<file path="src/rtl/serial_add16_ctrl_pkg.sv">
// Shared constants and FSM state type for the time-shared serial adder.
package serial_add16_ctrl_pkg;

    localparam int unsigned SLICE_W    = 4;
    localparam int unsigned DEF_NSLICE = 4;

    typedef enum logic [1:0] {
        ST_IDLE = 2'd0,
        ST_RUN  = 2'd1,
        ST_DONE = 2'd2
    } state_t;

endpackage

</file>
<file path="src/rtl/cla4.sv">
// 4-bit carry-lookahead adder slice; also exposes the carry into bit 3 for overflow detection.
module cla4
    import serial_add16_ctrl_pkg::*;
(
    input  logic [SLICE_W-1:0] a,
    input  logic [SLICE_W-1:0] b,
    input  logic               cin,
    output logic [SLICE_W-1:0] s,
    output logic               cout,
    output logic               c3
);

    logic [SLICE_W-1:0] g;
    logic [SLICE_W-1:0] p;
    logic               c1;
    logic               c2;

    assign g = a & b;
    assign p = a ^ b;

    // Each carry is flattened so its propagate chain uses only lower-order bits.
    assign c1   = g[0] | (p[0] & cin);
    assign c2   = g[1] | (p[1] & g[0]) | (p[1] & p[0] & cin);
    assign c3   = g[2] | (p[2] & g[1]) | (p[2] & p[1] & g[0]) | (p[2] & p[1] & p[0] & cin);
    assign cout = g[3] | (p[3] & g[2]) | (p[3] & p[2] & g[1]) | (p[3] & p[2] & p[1] & g[0])
                | (p[3] & p[2] & p[1] & p[0] & cin);

    assign s = p ^ {c3, c2, c1, cin};

endmodule

</file>
<file path="src/rtl/serial_add16_ctrl.sv">
// Serial adder: one shared 4-bit CLA slice processes one operand slice per RUN cycle, LSB first.
module serial_add16_ctrl
    import serial_add16_ctrl_pkg::*;
#(
    parameter int unsigned NSLICE = DEF_NSLICE
)
(
    input  logic                        CLOCK_50,
    input  logic                        rst,
    input  logic                        start,
    input  logic [SLICE_W*NSLICE-1:0]   a,
    input  logic [SLICE_W*NSLICE-1:0]   b,
    input  logic                        cin,
    output logic                        ready,
    output logic                        done,
    output logic [SLICE_W*NSLICE-1:0]   sum,
    output logic                        cout,
    output logic                        ovf
);

    localparam int unsigned W  = SLICE_W * NSLICE;
    localparam int unsigned IW = (NSLICE > 1) ? $clog2(NSLICE) : 1;

    state_t             state;
    state_t             state_next;
    logic [IW-1:0]      idx;
    logic               carry_reg;
    logic [W-1:0]       a_reg;
    logic [W-1:0]       b_reg;

    logic               accept;
    logic               run;
    logic               last;
    logic [SLICE_W-1:0] a_sl;
    logic [SLICE_W-1:0] b_sl;
    logic [SLICE_W-1:0] s_sl;
    logic               co_sl;
    logic               c3_sl;

    assign last = (idx == IW'(NSLICE - 1));

    // State register
    always_ff @(posedge CLOCK_50 or posedge rst) begin
        if (rst) begin
            state <= ST_IDLE;
        end else begin
            state <= state_next;
        end
    end

    // Next-state and datapath enables
    always_comb begin
        state_next = state;
        accept     = 1'b0;
        run        = 1'b0;
        case (state)
            ST_IDLE: begin
                if (start) begin
                    accept     = 1'b1;
                    state_next = ST_RUN;
                end
            end
            ST_RUN: begin
                run = 1'b1;
                if (last) begin
                    state_next = ST_DONE;
                end
            end
            ST_DONE: begin
                state_next = ST_IDLE;
            end
            default: begin
                state_next = ST_IDLE;
            end
        endcase
    end

    // Select the current operand slice for the shared adder
    always_comb begin
        a_sl = '0;
        b_sl = '0;
        for (int i = 0; i < int'(NSLICE); i++) begin
            if (idx == IW'(i)) begin
                a_sl = a_reg[i*SLICE_W +: SLICE_W];
                b_sl = b_reg[i*SLICE_W +: SLICE_W];
            end
        end
    end

    cla4 u_cla4 (
        .a    (a_sl),
        .b    (b_sl),
        .cin  (carry_reg),
        .s    (s_sl),
        .cout (co_sl),
        .c3   (c3_sl)
    );

    // Operand, carry, result and status registers
    always_ff @(posedge CLOCK_50 or posedge rst) begin
        if (rst) begin
            idx       <= '0;
            carry_reg <= 1'b0;
            a_reg     <= '0;
            b_reg     <= '0;
            sum       <= '0;
            cout      <= 1'b0;
            ovf       <= 1'b0;
            done      <= 1'b0;
            ready     <= 1'b1;
        end else begin
            ready <= (state_next == ST_IDLE);
            done  <= (state_next == ST_DONE);
            if (accept) begin
                a_reg     <= a;
                b_reg     <= b;
                carry_reg <= cin;
                idx       <= '0;
                sum       <= '0;
            end
            if (run) begin
                for (int i = 0; i < int'(NSLICE); i++) begin
                    if (idx == IW'(i)) begin
                        sum[i*SLICE_W +: SLICE_W] <= s_sl;
                    end
                end
                carry_reg <= co_sl;
                idx       <= last ? '0 : idx + IW'(1);
                if (last) begin
                    cout <= co_sl;
                    ovf  <= co_sl ^ c3_sl;
                end
            end
        end
    end

endmodule

</file>
<file path="config.mk">
export PLATFORM = sky130hd
export DESIGN_NAME = serial_add16_ctrl
export DESIGN_NICKNAME = d
export VERILOG_FILES = /design/src/rtl/serial_add16_ctrl_pkg.sv /design/src/rtl/cla4.sv /design/src/rtl/serial_add16_ctrl.sv
export SDC_FILE = /design/constraint.sdc
export NUM_CORES = 1
export LEC_CHECK = 0
export BUFFER_PORTS_ARGS = -buffer_cell sky130_fd_sc_hd__buf_2
export CORE_MARGIN = 2
export CORE_UTILIZATION = 54
export DETAILED_ROUTE_END_ITERATION = 16
export GPL_TIMING_DRIVEN = 0
export PLACE_DENSITY = 0.89
export SLEW_MARGIN = 15
export SYNTH_ARGS = -nofsm -noshare
export SYNTH_HDL_FRONTEND = slang
export SYNTH_SLANG_ARGS = --single-unit
</file>
<file path="constraint.sdc">
create_clock -name CLOCK_50 -period 3.9 [get_ports CLOCK_50]
set_clock_uncertainty 0.2 [all_clocks]
set_input_delay 0 -clock CLOCK_50 [delete_from_list [all_inputs] [get_ports CLOCK_50]]
set_output_delay 0 -clock CLOCK_50 [all_outputs]
set_load 0.02 [all_outputs]
</file>
==> flow_summary.yaml <==
run_status:
  status: "finished, final reports clean"
logic_synthesis:
  synth-simple-area-share_pct: 22.79
  yosys.area_share.adder_pct: 4.492
  yosysWarningCount: 0
  synth_xor_area_share_pct: 1.263
  postSynthCellCount: 293
  synth_top_family_by_area: "simple AND/OR/NAND/NOR gates"
  synth_ff_type: "dfrtp_1"
  synth-edff-count: 0
  synth_fp_nets: 338
  synth-compound-area-share_pct: 13.20
  synthTopCellsByArea: "dfrtp_1 (52%), nand2_1 (17%), a21oi_1 (4.3%), ha_1 (3.7%), o21ai_0 (3.2%)"
  synthArstFlopShare_pct: 100.0
  synth.top_cell.area_share_pct: 52.41
  synth_area_sq_um: 2674
  yosys.area.top_type: "dfrtp_1"
  synthMuxAreaShare_pct: 0.7487
  synth-seq-cells: 57
  post_synth.cell_area_avg_sq_um: 9.126
  yosys.cell_types.count: 31
  ys_seq_area_share_pct: 53.39
clock_network:
  cts_tree: "built"
  cts_buffer_depth: 2
  postCtsSetupBuffers: 0
  post_cts_resized: 0
  cts.clk_slew.worst_paths_ps: 60
  cts_buffers: 9
  hold_buffers: 37
  clock-sinks: 57
  clock-root-buffer: "clkbuf_8"
  insertion_delay_ps: 330
  h-tree-depth: 3
critical_path:
  cp.arrival_ps: 3330
  ff2ff_setup_slack_ps: 570
  crit_fanout: 10
  r2r-start: "idx[1]$_DFFE_PP0P_"
  r2r-end: "sum[7]$_DFF_PP0_"
  rr_worst_depth: 12
  worstSetupPathType: "reg -> reg"
  cp_data_required_time_ps: 3910
  cp-end-kind: "register"
  start_kind: "register"
grt:
  grt_pass1_wl_microns: 11700
  grt_max_degree: 34
  grt_overflow: 0
  antenna_found_initial: 0
  grt_pass1_vias: 2527
  grt_util_all_layers_pct: 28.57
finish:
  most-common-layout-cells: "nand2_1 (122), buf_2 (62), dfrtp_1 (56)"
  fin_cells: 469
  drive_above_1_share_pct: 22.39
  area_delta_synth_final_pct: 35.52
  fin_nets: 442
  final_common_cell: "nand2_1"
  diodes: 0
floorplanning:
  core_sq_um: 4755
  fp-row-count: 25
  start_util_pct: 56.24
  ioPinCount: 56
  die_x_microns: 74.37
  dieArea_sq_um: 5530
  die_h_microns: 74.37
timing:
  worstMarginPinSlew_ps: 719.5
  slew_violations: 0
  relSlewSlack_pct: 51.97
  max_freq_mhz: 300.7
  fin_crit_sh_pct: 85.27
  rsz0062_at_grt: "no"
  tns_ps: 0
  finalCriticalPeriod_ps: 3325
  hold_viol_final: 0
  setup_viol_count_final: 0
pwr:
  power_leakage_nw: 1.860
  power_density_nw_per_um2: 829.7
  vdd_drop_max_mv: 0.4491
detailed_routing:
  wl_met3_microns: 439
  dr.pass1.iters: 4
  via_per_inst: 5.271
  wl_met1_microns: 2831
  highest_layer: "met4"
  first_iter_violations: 133
  via_count: 2472
  ant_nets: 0
  drc: 0
  wl_microns: 7030
  post_drt_wl_per_cell_microns: 14.99
  wl_met2_microns: 3588
place:
  post-place-cells: 416
  globalplace.congestion: 0.8492
  io_buffers: 55
  dp_hpwl_microns: 4380
run:
  drv_cap: 0
hold_path:
  min_path_type: "in -> async"
-- final cells by class --
class | instances | area, sq um
Sequential cell | 57 | 1428
Clock buffer | 14 | 182.7
Fill cell | 352 | 1131
Buffer | 16 | 87.58
Inverter | 6 | 22.52
Multi-Input combinational cell | 214 | 1136
Timing Repair Buffer | 93 | 673.1
Clock inverter | 2 | 10.01
Tap cell | 67 | 83.83
-- layer usage --
layer,vias to the layer above,GRT usage (%)
met2,103,49.07
met5,-,0
met4,0,10.91
met1,1178,34.28
li1,1173,-
met3,18,7.859
-- per-stage QoR --
step	instance area [sq um]	util, %	setup slack [ps]	total power, mW	hold WS (ps)
after floorplan	2674	-	1137	2.020	-98.23
after global routing	3623	76.21	364.1	3.222	198.4
after CTS	3623	76.21	603.4	2.989	134.8
after global placement	3033	63.79	782.3	2.347	-9.931
final	3623	76.21	574.6	3.006	136.2
after detailed placement	3060	64.37	665.3	2.422	-43.55
-- kinds of logic (layout without fill, tap and decap cells) --
family / count (synthesis) / in the layout
simple gates: 144 / 144
mux: 2 / 2
buf+inv: 22 / 131
flops: 57 / 57
xor+xnor: 3 / 3
compound gates: 56 / 56
fa+ha+maj: 9 / 9
-- power by group --
part,switching [mW],total [mW],internal [mW]
Clock,0.225,0.523,0.298
Combinational,0.923,1.49,0.564
Sequential,0.146,0.997,0.851
Total,1.29,3.01,1.71
-- worst max path at each step --
| stage | startpoint | to | slack [ps] | cells after the start |
|---|---|---|---|---|
| 2_1_floorplan | idx[1]$_DFFE_PP0P_ | sum[15]$_DFF_PP0_ | 1140 | 12 |
| 3_3_place_gp | idx[1]$_DFFE_PP0P_ | sum[3]$_DFF_PP0_ | 780 | 12 |
| 3_5_place_dp | idx[1]$_DFFE_PP0P_ | sum[15]$_DFF_PP0_ | 670 | 12 |
| 4_1_cts | idx[1]$_DFFE_PP0P_ | sum[7]$_DFF_PP0_ | 600 | 12 |
| 5_1_grt | idx[1]$_DFFE_PP0P_ | sum[7]$_DFF_PP0_ | 360 | 12 |
| 6_report | idx[1]$_DFFE_PP0P_ | sum[7]$_DFF_PP0_ | 570 | 12 |
-- cells in the mapped netlist, types with 2 or more instances --
cell / n
nand3b_1: 9
nand3_1: 4
o21ai_0: 17
nor2_1: 5
a22o_1: 4
mux2i_1: 2
buf_6: 2
xnor2_1: 2
a21oi_1: 23
dfrtp_1: 56
clkbuf_1: 6
ha_1: 8
buf_2: 7
inv_1: 5
a32o_1: 6
nand2_1: 122
-- critical path: stages, from the launching register on --
cell,delay [ps]
dfrtp_1,420
inv_1,90
ha_1,170
clkbuf_1,420
nand2_1,100
a21oi_1,170
a21oi_1,80
o21ai_0,320
ha_1,290
a211o_1,340
a21oi_4,220
xor2_2,240
o21ai_0,130
(Power assumes the default switching activity.)
